[src/rtl/cms_topk_stage.sv]
// Single-entry top-k filter stage: holds the best (key, value) seen so far and forwards the losers downstream.
// Optional feature: define CMS_TOPK_ACCUM_EN to sum values on key match instead of replacing them.
module cms_topk_stage #(
   parameter int KEY_WIDTH   = 32,
   parameter int VALUE_WIDTH = 32,
   parameter int MODE_MAX    = 1,
   parameter int CNT_WIDTH   = 16
) (
   input  logic                   ap_clk,
   input  logic                   ap_rst_n,
   input  logic                   in_valid,
   output logic                   in_ready,
   input  logic [1:0]             in_op,
   input  logic                   in_kv_valid,
   input  logic [KEY_WIDTH-1:0]   in_key,
   input  logic [VALUE_WIDTH-1:0] in_value,
   output logic                   out_valid,
   input  logic                   out_ready,
   output logic [1:0]             out_op,
   output logic                   out_kv_valid,
   output logic [KEY_WIDTH-1:0]   out_key,
   output logic [VALUE_WIDTH-1:0] out_value,
   output logic                   occupied,
   output logic [CNT_WIDTH-1:0]   swap_count
);

   typedef enum logic [1:0] {
      ST_IDLE = 2'd0,
      ST_CMP  = 2'd1,
      ST_EMIT = 2'd2
   } state_t;

   typedef enum logic [1:0] {
      OP_UPDATE = 2'b00,
      OP_DRAIN  = 2'b01,
      OP_CLEAR  = 2'b10,
      OP_NOP    = 2'b11
   } op_t;

   state_t                 r_state;

   op_t                    r_op;
   logic                   r_kv_valid;
   logic [KEY_WIDTH-1:0]   r_key;
   logic [VALUE_WIDTH-1:0] r_value;

   logic [KEY_WIDTH-1:0]   r_held_key;
   logic [VALUE_WIDTH-1:0] r_held_value;
   logic                   r_occupied;
   logic [CNT_WIDTH-1:0]   r_swap_count;

   logic                   r_out_valid;
   op_t                    r_out_op;
   logic                   r_out_kv_valid;
   logic [KEY_WIDTH-1:0]   r_out_key;
   logic [VALUE_WIDTH-1:0] r_out_value;

   logic                   w_key_match;
   logic                   w_better;
   logic [VALUE_WIDTH-1:0] w_match_value;
   logic [CNT_WIDTH-1:0]   w_swap_next;

   assign w_key_match = (r_key == r_held_key);
   assign w_better    = (MODE_MAX != 0) ? (r_value > r_held_value) : (r_value < r_held_value);
   assign w_swap_next = (&r_swap_count) ? r_swap_count : r_swap_count + CNT_WIDTH'(1);

`ifdef CMS_TOPK_ACCUM_EN
   logic [VALUE_WIDTH:0] w_sum;
   assign w_sum         = {1'b0, r_held_value} + {1'b0, r_value};
   assign w_match_value = w_sum[VALUE_WIDTH] ? {VALUE_WIDTH{1'b1}} : w_sum[VALUE_WIDTH-1:0];
`else
   assign w_match_value = r_value;
`endif

   assign in_ready     = (r_state == ST_IDLE);
   assign out_valid    = r_out_valid;
   assign out_op       = r_out_op;
   assign out_kv_valid = r_out_kv_valid;
   assign out_key      = r_out_key;
   assign out_value    = r_out_value;
   assign occupied     = r_occupied;
   assign swap_count   = r_swap_count;

   // NOTE: all state uses non-blocking assignments, and the synchronous reset clears the held
   // pair too, so a reset mid-token leaves nothing stale for a later DRAIN to emit.
   always_ff @(posedge ap_clk) begin
      if (!ap_rst_n) begin
         r_state        <= ST_IDLE;
         r_op           <= OP_UPDATE;
         r_kv_valid     <= 1'b0;
         r_key          <= '0;
         r_value        <= '0;
         r_held_key     <= '0;
         r_held_value   <= '0;
         r_occupied     <= 1'b0;
         r_swap_count   <= '0;
         r_out_valid    <= 1'b0;
         r_out_op       <= OP_UPDATE;
         r_out_kv_valid <= 1'b0;
         r_out_key      <= '0;
         r_out_value    <= '0;
      end else begin
         case (r_state)
            ST_IDLE: begin
               if (in_valid) begin
                  r_op       <= op_t'(in_op);
                  r_kv_valid <= in_kv_valid;
                  r_key      <= in_key;
                  r_value    <= in_value;
                  r_state    <= ST_CMP;
               end
            end

            ST_CMP: begin
               r_state <= ST_IDLE;
               case (r_op)
                  OP_UPDATE: begin
                     if (r_kv_valid) begin
                        if (!r_occupied) begin
                           r_held_key   <= r_key;
                           r_held_value <= r_value;
                           r_occupied   <= 1'b1;
                        end else if (w_key_match) begin
                           r_held_value <= w_match_value;
                        end else if (w_better) begin
                           // The newcomer wins: the displaced pair goes downstream.
                           r_out_valid    <= 1'b1;
                           r_out_op       <= OP_UPDATE;
                           r_out_kv_valid <= 1'b1;
                           r_out_key      <= r_held_key;
                           r_out_value    <= r_held_value;
                           r_held_key     <= r_key;
                           r_held_value   <= r_value;
                           r_swap_count   <= w_swap_next;
                           r_state        <= ST_EMIT;
                        end else begin
                           r_out_valid    <= 1'b1;
                           r_out_op       <= OP_UPDATE;
                           r_out_kv_valid <= 1'b1;
                           r_out_key      <= r_key;
                           r_out_value    <= r_value;
                           r_state        <= ST_EMIT;
                        end
                     end
                  end

                  OP_DRAIN: begin
                     r_out_valid    <= 1'b1;
                     r_out_op       <= OP_DRAIN;
                     r_out_kv_valid <= r_occupied;
                     r_out_key      <= r_held_key;
                     r_out_value    <= r_held_value;
                     r_held_key     <= r_key;
                     r_held_value   <= r_value;
                     r_occupied     <= r_kv_valid;
                     r_state        <= ST_EMIT;
                  end

                  OP_CLEAR: begin
                     r_occupied     <= 1'b0;
                     r_out_valid    <= 1'b1;
                     r_out_op       <= OP_CLEAR;
                     r_out_kv_valid <= 1'b0;
                     r_out_key      <= '0;
                     r_out_value    <= '0;
                     r_state        <= ST_EMIT;
                  end

                  default: ;
               endcase
            end

            ST_EMIT: begin
               if (out_ready) begin
                  r_out_valid <= 1'b0;
                  r_state     <= ST_IDLE;
               end
            end

            default: r_state <= ST_IDLE;
         endcase
      end
   end

endmodule
[config.mk]
export PLATFORM = sky130hd
export DESIGN_NAME = cms_topk_stage
export DESIGN_NICKNAME = d
export VERILOG_FILES = /design/src/rtl/cms_topk_stage.sv
export SDC_FILE = /design/constraint.sdc
export NUM_CORES = 1
export LEC_CHECK = 0
export ABC_CLOCK_PERIOD_IN_PS = 5250
export CORE_MARGIN = 1
export CORE_UTILIZATION = 40
export DETAILED_ROUTE_END_ITERATION = 6
export GPL_ROUTABILITY_DRIVEN = 0
export PLACE_DENSITY = 0.71
export SLEW_MARGIN = 20
export SYNTH_ARGS = -nofsm -noshare
export SYNTH_HDL_FRONTEND = slang
export SYNTH_SLANG_ARGS = --single-unit
[constraint.sdc]
create_clock -name ap_clk -period 5.25 [get_ports ap_clk]
set_input_delay 1.05 -clock ap_clk [delete_from_list [all_inputs] [get_ports ap_clk]]
set_output_delay 1.05 -clock ap_clk [all_outputs]
set_load 0.1 [all_outputs]
==> implementation parameters <==
Parameter                              Value

Run status
  Result of the run    completed

Power
  Pwr per Cell Area    336 mW/mm²
  Worst vdd ir    0.261 mV
  Lkg Pwr    0.00413 µW

CTS
  TritonCTS clock tree    done
  Worst-skew pair later-pin latency    510 ps
  Clock buffer depth    3
  CTS resizes    0
  Cell chosen for the clock root    sky130_fd_sc_hd__clkbuf_16
  H-tree levels    1
  Post-CTS setup buffer count    0
  # clock sinks    218
  Post-cts hold buffer count    0
  Worst-path clk slew    60 ps
  Number of CTS-inserted buffers    24

Drt
  Number of violations reported at the end of detailed-routing iteration 0    502
  Via count    8626
  DRC violations left    0
  Routed WL per cell    15.2 µm
  Antenna Nets Post-Route    0
  Final wirelength    25500 µm
  Post-DR vias/cell    5.16
  Number of iterations in the first detailed-routing pass    4

Yosys
  Post-synthesis area per instance    7.96 µm²
  Count leader, synth    sky130_fd_sc_hd__nand2_1
  Post-Synthesis Cells    1226
  #FFs+latches synth    218
  Number of warning messages in the yosys log    0
  Flip-flop cell with the highest count after synthesis    sky130_fd_sc_hd__dfxtp_1
  Leading area contributor after synthesis    sky130_fd_sc_hd__dfxtp_1
  Post-synth net total    1335
  Number of enable-type register cells in the synthesized netlist    0
  Top post-synthesis cells by count    370 x sky130_fd_sc_hd__nand2_1, 218 x sky130_fd_sc_hd__dfxtp_1, 98 x sky130_fd_sc_hd__a21oi_1
  Synth top area share    44.7%
  Fraction of synthesis flops using an asynchronous set or reset pin    0%
  Synthesized cell area    0.00976 mm²
  Synth unique cells    50
  Register area share after synthesis    44.7%
  Most area-consuming cells after synthesis    sky130_fd_sc_hd__dfxtp_1 45%, sky130_fd_sc_hd__nand2_1 14%, sky130_fd_sc_hd__a21oi_1 5.0%

Floorplan
  Area inside the core boundary    0.0237 mm²
  Die outline height    158 µm
  Total I/O pin count    157
  Initial Util    41.2%
  Die X-Extent    158 µm
  Number of rows in the core area    56
  Area enclosed by the die boundary    0.0250 mm²

Final layout
  Total Nets Final    1446
  Area growth syn-to-layout    26.3%
  Ratio of cells with drive above 1 in the final layout    5.25%

Global route
  Global-route wire length before repair    41700 µm
  Global-route met2 utilization    33.4%
  Number of antenna violations at the first check in global routing    1
  Met3 GRT Util    4.38%
  Via count of the first global-routing pass    8183
  GRT Total Usage    20.7%
  Global route overflow    0
  Global routing's busiest layer    met2
  Pin count of the biggest net entering global routing    110
  Fraction of met1 tracks used by global routing    28.1%

Hold path
  Worst hold path class    register to register

Timing
  Hold Worst Slack    472 ps
  Final Cycle Share    65.5%
  Clock Skews    10.2 ps
  Minimum period implied by the final worst setup slack    3440 ps
  RSZ-0062 raised after global routing    no
  Number of failing setup endpoints in the final timing report    0
  Transition time at the pin with the least slew margin    1100 ps
  Total Neg Setup Slack    0 ps
  Hold violation count in the final report    0
  Count of final max-slew check failures    0
  Highest clock rate    291 MHz
  Headroom to the max-slew limit    26.6%

Critical path
  CP arrival    3870 ps
  Endpoint required time on the critical path    5680 ps
  Cell mode on critical path    sky130_fd_sc_hd__nand3_1
  Cell family with the largest share of critical-path delay    compound AO/OA/AOI/OAI gates
  Crit Path Category    register to register
  Critical Path, Cell by Cell    inv_1, ha_1, a21o_1, nand3_1, a21oi_1, nor4_1, a21oi_4, o31ai_4, buf_4, nand3_1, o21ai_1
  Largest incremental delay on the critical path    760 ps
  CP startpoint kind    register
  Master of the slowest instance on the critical path    sky130_fd_sc_hd__o31ai_4
  Type of destination of the critical path    register
  Maximum net fanout on the critical path    44
  Buffer and inverter count on the worst path    2

Placement
  Post-DP HPWL    16700 µm
  IO Port Bufs    156

Run
  Total of max-cap violations    0
## through the flow
| step | cell area, µm² | power (µW) | setup slack, ps | util (%) | instances |
|---|---|---|---|---|---|
| finish | 12300 | 4150 | 1810 | 52.1 | 1672 |
| global route | 12300 | 4320 | 1480 | 52.0 | 1671 |
| CTS | 12300 | 4190 | 1720 | 52.0 | 1670 |
| detailed placement | 11500 | 2390 | 1710 | 48.4 | 1629 |
| global placement | 11500 | 2380 | 1830 | 48.4 | 1629 |
| floorplan | 9760 | 2200 | 2410 | - | 1226 |
## state kept, by name, summed over array words and instances (netlist names)
signal	flops
out_key	32
out_value	32
r_held_key	32
r_held_value	32
r_key	32
r_value	32
swap_count	16
out_op	2
r_op	2
r_state	2
occupied	1
out_kv_valid	1
out_valid	1
r_kv_valid	1
## layout make-up
type | count | area (µm²)
Antenna cell | 1 | 2.50
Clock buffer | 34 | 739
Clock inverter | 7 | 115
Fill cell | 2305 | 11400
Inverter | 42 | 158
Multi-Input combinational cell | 881 | 4880
Sequential cell | 218 | 4360
Tap cell | 319 | 399
Timing Repair Buffer | 170 | 1670
## tightest hold or removal path: stages, from the launching register on
cell and delay (ps):
sky130_fd_sc_hd__dfxtp_1 320, sky130_fd_sc_hd__nand3_1 60, sky130_fd_sc_hd__o21ai_1 50
## layer usage
layer | vias to the layer above | routed length [µm]
met5 | - | 0
met4 | 0 | 389
met3 | 28 | 1520
met2 | 194 | 11400
met1 | 3995 | 12100
li1 | 4409 | -
## cell usage in the layout (no fill, tap or decap), types with 3 or more instances in the layout
cell type and count:
sky130_fd_sc_hd__nand2_1 369, sky130_fd_sc_hd__dfxtp_1 218, sky130_fd_sc_hd__clkdlybuf4s50_1 155, sky130_fd_sc_hd__a21oi_1 98, sky130_fd_sc_hd__o21ai_0 73, sky130_fd_sc_hd__a31oi_1 64
sky130_fd_sc_hd__nand3_1 44, sky130_fd_sc_hd__inv_1 41, sky130_fd_sc_hd__mux2i_1 38, sky130_fd_sc_hd__ha_1 38, sky130_fd_sc_hd__xnor2_1 32, sky130_fd_sc_hd__o21ai_1 30
sky130_fd_sc_hd__clkbuf_16 25, sky130_fd_sc_hd__nand4_1 15, sky130_fd_sc_hd__nor2_1 14, sky130_fd_sc_hd__buf_4 14, sky130_fd_sc_hd__o31ai_1 10, sky130_fd_sc_hd__or4_1 9
sky130_fd_sc_hd__clkbuf_8 8, sky130_fd_sc_hd__or3_1 5, sky130_fd_sc_hd__and3_1 4, sky130_fd_sc_hd__nor4_1 4, sky130_fd_sc_hd__a21o_1 4, sky130_fd_sc_hd__nand2b_1 3
sky130_fd_sc_hd__bufinv_16 3
## path summary, 6_finish.rpt
path | end | slack, ps | depth (start not counted) | start
setup / recovery | r_held_value[24] | 1810 | 11 | r_held_value[25]
hold / removal | r_held_value[9] | 470 | 2 | r_held_value[9]
setup reg to reg | r_held_value[24] | 1810 | 11 | r_held_value[25]
hold reg to reg | r_held_value[9] | 470 | 2 | r_held_value[9]
## logic make-up after synthesis
family | count (synthesis) | synth area share [%]
buffers and inverters | 127 | 5.41
adders and majority gates | 38 | 4.87
muxes | 38 | 3.90
xor gates and xnor gates | 33 | 2.96
AOI/OAI and AO/OA | 294 | 17.3
DFF | 218 | 44.7
and+or+nand+nor | 478 | 20.8
## where the power goes
part           internal (µW)  switching [µW]
logic                    180             417
registers               1700            49.4
clock network           1120             676
total                   3000            1140
(Power assumes the default switching activity.)
